$ cat src/rtl/sync_fa_bist_pkg.sv
// Shared types and constants for the full-adder BIST controller: FSM states,
// vector count, legal latency window and the expected-value pipeline entry.
package sync_fa_bist_pkg;

    typedef enum logic [1:0] {
        ST_IDLE,
        ST_DRIVE,
        ST_DRAIN,
        ST_DONE
    } state_e;

    localparam int NUM_VECS    = 8;
    localparam int VEC_W       = 3;
    localparam int ERR_W       = 4;
    localparam int LATENCY_MIN = 1;
    localparam int LATENCY_MAX = 3;

    // One slot of the expected-response pipeline: the vector that was presented
    // and the golden response it must produce LATENCY cycles later.
    typedef struct packed {
        logic             valid;
        logic [VEC_W-1:0] vec;
        logic             exp_sum;
        logic             exp_cout;
    } exp_entry_t;

endpackage

$ cat src/rtl/sync_fa_bist_fa_golden.sv
// Combinational reference full adder that produces the expected response
// for the vector currently being presented.
module fa_golden (
    input  logic a_i,
    input  logic b_i,
    input  logic cin_i,
    output logic sum_o,
    output logic cout_o
);

    assign sum_o  = a_i ^ b_i ^ cin_i;
    assign cout_o = (a_i & b_i) | (a_i & cin_i) | (b_i & cin_i);

endmodule

$ cat src/rtl/sync_fa_bist.sv
// BIST controller for a registered full adder: drives all 8 input vectors,
// compares each response LATENCY cycles later and reports error statistics.
module sync_fa_bist
    import sync_fa_bist_pkg::*;
#(
    parameter int LATENCY = 1
) (
    input  logic             clk,
    input  logic             rst,
    input  logic             start,
    output logic             dut_a,
    output logic             dut_b,
    output logic             dut_cin,
    input  logic             dut_sum,
    input  logic             dut_cout,
    output logic             busy,
    output logic             done,
    output logic             pass,
    output logic [ERR_W-1:0] err_count,
    output logic [VEC_W-1:0] first_fail
);

    localparam logic [1:0]       DRAIN_LAST = 2'(LATENCY - 1);
    localparam logic [VEC_W-1:0] LAST_VEC   = VEC_W'(NUM_VECS - 1);
    localparam logic [ERR_W-1:0] ERR_MAX    = ERR_W'(NUM_VECS);

    state_e           state_q, state_d;
    logic [VEC_W-1:0] stim_q, stim_d;
    logic [1:0]       drain_q, drain_d;
    logic [ERR_W-1:0] err_count_q, err_count_d;
    logic [VEC_W-1:0] first_fail_q, first_fail_d;

    exp_entry_t       pipe_q [LATENCY];
    exp_entry_t       pipe_in;
    exp_entry_t       pipe_out;
    logic             exp_sum;
    logic             exp_cout;
    logic             mismatch;

    fa_golden u_golden (
        .a_i    (stim_q[2]),
        .b_i    (stim_q[1]),
        .cin_i  (stim_q[0]),
        .sum_o  (exp_sum),
        .cout_o (exp_cout)
    );

    // Only DRIVE slots carry a real vector; DRAIN, IDLE and DONE push bubbles.
    assign pipe_in  = '{valid: (state_q == ST_DRIVE), vec: stim_q,
                        exp_sum: exp_sum, exp_cout: exp_cout};
    assign pipe_out = pipe_q[LATENCY-1];
    assign mismatch = pipe_out.valid &&
                      ((dut_sum != pipe_out.exp_sum) || (dut_cout != pipe_out.exp_cout));

    always_comb begin
        // NOTE: every variable gets a default before any branch so no path can infer a latch.
        state_d      = state_q;
        stim_d       = '0;
        drain_d      = drain_q;
        err_count_d  = err_count_q;
        first_fail_d = first_fail_q;

        if (mismatch) begin
            if (err_count_q != ERR_MAX) err_count_d = err_count_q + ERR_W'(1);
            if (err_count_q == '0)      first_fail_d = pipe_out.vec;
        end

        unique case (state_q)
            ST_IDLE, ST_DONE: begin
                if (start) begin
                    state_d      = ST_DRIVE;
                    err_count_d  = '0;
                    first_fail_d = '0;
                end
            end
            ST_DRIVE: begin
                if (stim_q == LAST_VEC) begin
                    state_d = ST_DRAIN;
                    drain_d = '0;
                end else begin
                    stim_d = stim_q + VEC_W'(1);
                end
            end
            ST_DRAIN: begin
                if (drain_q == DRAIN_LAST) state_d = ST_DONE;
                else                       drain_d = drain_q + 2'd1;
            end
            default: state_d = ST_IDLE;
        endcase
    end

    always_ff @(posedge clk) begin
        // NOTE: sequential state uses non-blocking assignments so every flop samples pre-edge values.
        if (rst) begin
            state_q      <= ST_IDLE;
            stim_q       <= '0;
            drain_q      <= '0;
            err_count_q  <= '0;
            first_fail_q <= '0;
        end else begin
            state_q      <= state_d;
            stim_q       <= stim_d;
            drain_q      <= drain_d;
            err_count_q  <= err_count_d;
            first_fail_q <= first_fail_d;
        end
    end

    always_ff @(posedge clk) begin
        // NOTE: the pipeline is reset so stale valid bits from an aborted run are never compared.
        if (rst) begin
            for (int i = 0; i < LATENCY; i++) pipe_q[i] <= '0;
        end else begin
            pipe_q[0] <= pipe_in;
            for (int i = 1; i < LATENCY; i++) pipe_q[i] <= pipe_q[i-1];
        end
    end

    assign dut_a      = stim_q[2];
    assign dut_b      = stim_q[1];
    assign dut_cin    = stim_q[0];
    assign busy       = (state_q == ST_DRIVE) || (state_q == ST_DRAIN);
    assign done       = (state_q == ST_DONE);
    assign pass       = (state_q == ST_DONE) && (err_count_q == '0);
    assign err_count  = err_count_q;
    assign first_fail = first_fail_q;

endmodule

$ cat config.mk
export PLATFORM = sky130hd
export DESIGN_NAME = sync_fa_bist
export DESIGN_NICKNAME = d
export VERILOG_FILES = /design/src/rtl/sync_fa_bist_pkg.sv /design/src/rtl/sync_fa_bist_fa_golden.sv /design/src/rtl/sync_fa_bist.sv
export SDC_FILE = /design/constraint.sdc
export NUM_CORES = 1
export LEC_CHECK = 0
export CORE_ASPECT_RATIO = 0.8
export CORE_UTILIZATION = 37
export DETAILED_ROUTE_END_ITERATION = 7
export PLACE_DENSITY = 0.56
export SYNTH_ARGS = -nofsm -noshare
export SYNTH_HDL_FRONTEND = slang
export SYNTH_SLANG_ARGS = --single-unit
$ cat constraint.sdc
create_clock -name clk -period 2.1 [get_ports clk]
set_clock_uncertainty 0.2 [all_clocks]
set_input_delay 0.42 -clock clk [delete_from_list [all_inputs] [get_ports clk]]
set_output_delay 0.42 -clock clk [all_outputs]
set_load 0.1 [all_outputs]
==> impl_metrics.tcl <==
set metrics [dict create \
    crit_fanout 4 \
    grt_antenna_before_repair 0 \
    met3_usage_pct 4.96 \
    rsz0062_at_grt "yes" \
    ys_warn_count 0 \
    critPathTopFamily "flip-flops" \
    min_period_over_period_pct 96.5 \
    die_w_um 58.2 \
    dp_cells 146 \
    gp_congestion 0.806 \
    cts-buffers-inserted 3 \
    hold_path_class "register to register" \
    vias 710 \
    slew-limit-headroom_pct 76.4 \
    finalInstanceArea_um2 1380 \
    dieArea_um2 2730 \
    drc 0 \
    h-tree-depth 1 \
    final_cell_mix "buf_12 (13), dfxtp_1 (12), nor2_1 (11)" \
    clock_path_buffers 2 \
    ys_seq_area_share_pct 42.9 \
    met1_usage_pct 20.5 \
    routed_wl_um 1770 \
    clk_latency_ns 0.30 \
    netlist_instances 95 \
    fp-row-count 15 \
    yosysUniqueCellTypes 30 \
    port-buffer-count 17 \
    drt_iter0_markers 18 \
    required_ns 1.48 \
    syn_avg_cell_area_um2 9.83 \
    postCtsSetupBuffers 0 \
    slowest_stage "dfxtp_2" \
    yosys.area.top_type "dfxtp_1" \
    grt_remaining_overflow 0 \
    cts_tree "done" \
    syn-num-nets 109 \
    tightest_slew_ns 0.353 \
    worstRegToRegCells 6 \
    antenna_left 0 \
    grt_pass1_wl_um 3030 \
    hold_violations 0 \
    peakVddDrop_mv 0.580 \
    place_area_um2 1320 \
    cap_viol_max_count 0 \
    cellPowerDensity_nw_per_um2 1030 \
    final_max_slew_viol_count 0 \
    dr.pass1.iters 4 \
    place.detailed.hpwl_um 1350 \
    synth_top_area_share_pct 42.9 \
    nets 131 \
    synthToLayoutAreaGrowth_pct 47.9 \
    drive_gt1_share_pct 29.3 \
    syn_area_um2 933 \
    grt_max_degree 13 \
    wl_per_cell_um 11.8 \
    initial_core_util_pct 41.1 \
    core_area_um2 2270 \
    grt_use_total_pct 15.2 \
    status "completed" \
    final_common_cell "buf_12" \
    root_buffer "clkbuf_4" \
    worstSetupPathType "register to output port" \
    synth.area.top_cells "dfxtp_1 (43%), ha_1 (11%), nor2b_1 (6.0%)" \
    cp_cell_sequence "ha_4 > nor4bb_4 > buf_12" \
    crit_path_start_kind "register" \
    timing.fmax_ghz 0.493 \
    hold_path_depth 2 \
    critPathBufInv 1 \
    ys_ff_latch 20 \
    antenna_cells 0 \
    clk_pin_slew_worst_paths_ns 0.12 \
    boundaryPins 18 \
    path_depth 3 \
    finalSetupViolations 0 \
    use_met2_pct 24.4 \
    cp-end-kind "output port" \
    cts_hold_buf 0 \
    hold_slack_ns 0.276 \
    fin_total_pwr_mw 1.42 \
    cp.arrival_ns 1.41 \
    max_stage_delay_ns 0.40 \
    top_usage_layer "met2" \
    die_h_um 46.9 \
    leakage_nw 0.587 \
    final_cells 150 \
    via_per_inst 4.73 \
    grt_pass1_vias 648 \
    period_minus_slack_ns 2.03 \
    clock_sinks 20 \
]
cell type report:
class / count / area (um2)
flip-flops and latches: 20 / 413
well taps: 34 / 42.5
fillers: 192 / 891
clock buffers: 4 / 47.5
repair buffers: 18 / 308
multi-input cells: 64 / 532
inverters: 10 / 37.5
state kept, by name (all words and copies together), names as in the netlist:
signal / flops
pipe_q: 6
err_count: 4
first_fail: 3
stim_q: 3
drain_q: 2
state_q: 2
cells by family (layout without fill, tap and decap cells):
logic type               Yosys count  in the layout  synth area share (%)
AND/OR/NAND/NOR                   29             29                  17.6
flip-flops                        20             20                  42.9
AO/OA/AOI/OAI                     17             17                  13.1
buffers and inverters             11             32                  4.42
adder cells (fa/ha/maj)            9              9                  12.9
multiplexers                       5              5                  5.36
XOR/XNOR                           4              4                  3.75
power breakdown:
group	total [mW]	switching [mW]	internal [mW]	leakage, nW
clock network	0.263	0.118	0.145	0.0261
registers	0.468	0.0477	0.421	0.166
logic	0.685	0.424	0.261	0.395
through the flow:
stage	setup TNS (ns)	worst slack, ns	utilization (%)
detailed placement	0	0.167	58.1
global placement	0	0.166	58.1
floorplan	-0.402	-0.402	-
global route	-0.00638	-0.00638	60.8
finish	0	0.0729	60.8
CTS	0	0.00799	60.3
tightest hold or removal path, stage by stage, from the launching register on:
cell     delay [ns]
dfxtp_1        0.32
mux2i_1        0.05
nor2_1         0.07
per-layer routing:
layer  part of all wire (%)  vias to the layer above
li1                       -                      370
met2                     45                       14
met1                     51                      324
met3                    3.3                        2
met4                   0.85                        0
met5                      0                        -
final timing paths:
check	to	start	slack, ns
setup reg to reg	drain_q[0]	stim_q[1]	0.30
hold / removal	first_fail[1]	pipe_q[0][3]	0.28
setup / recovery	pass	state_q[1]	0.07
hold reg to reg	first_fail[1]	pipe_q[0][3]	0.28
cell usage after synthesis:
cell type  count
nor3_1         1
nand3b_1       1
nor4bb_1       1
a21oi_1        3
fa_1           1
nand2b_1       1
o21ai_0        3
nor2_1        11
a22oi_1        1
xnor2_1        1
a211oi_1       1
and2_1         2
nand2_1        1
and4_1         1
mux2i_1        5
a221oi_2       1
o21bai_1       1
xor2_1         3
and4bb_2       1
o211ai_1       2
o22ai_1        1
o21ai_2        1
o221ai_1       1
ha_1           8
dfxtp_1       20
clkbuf_1       1
a221oi_1       1
inv_1         10
a21o_1         1
nor2b_1        9
timing repair:
item,4_1_cts,5_1_grt
endpoints found under the hold margin,0,0
endpoints found under the setup margin,1,2
gates resized for setup,1,3
(Power assumes the default switching activity.)
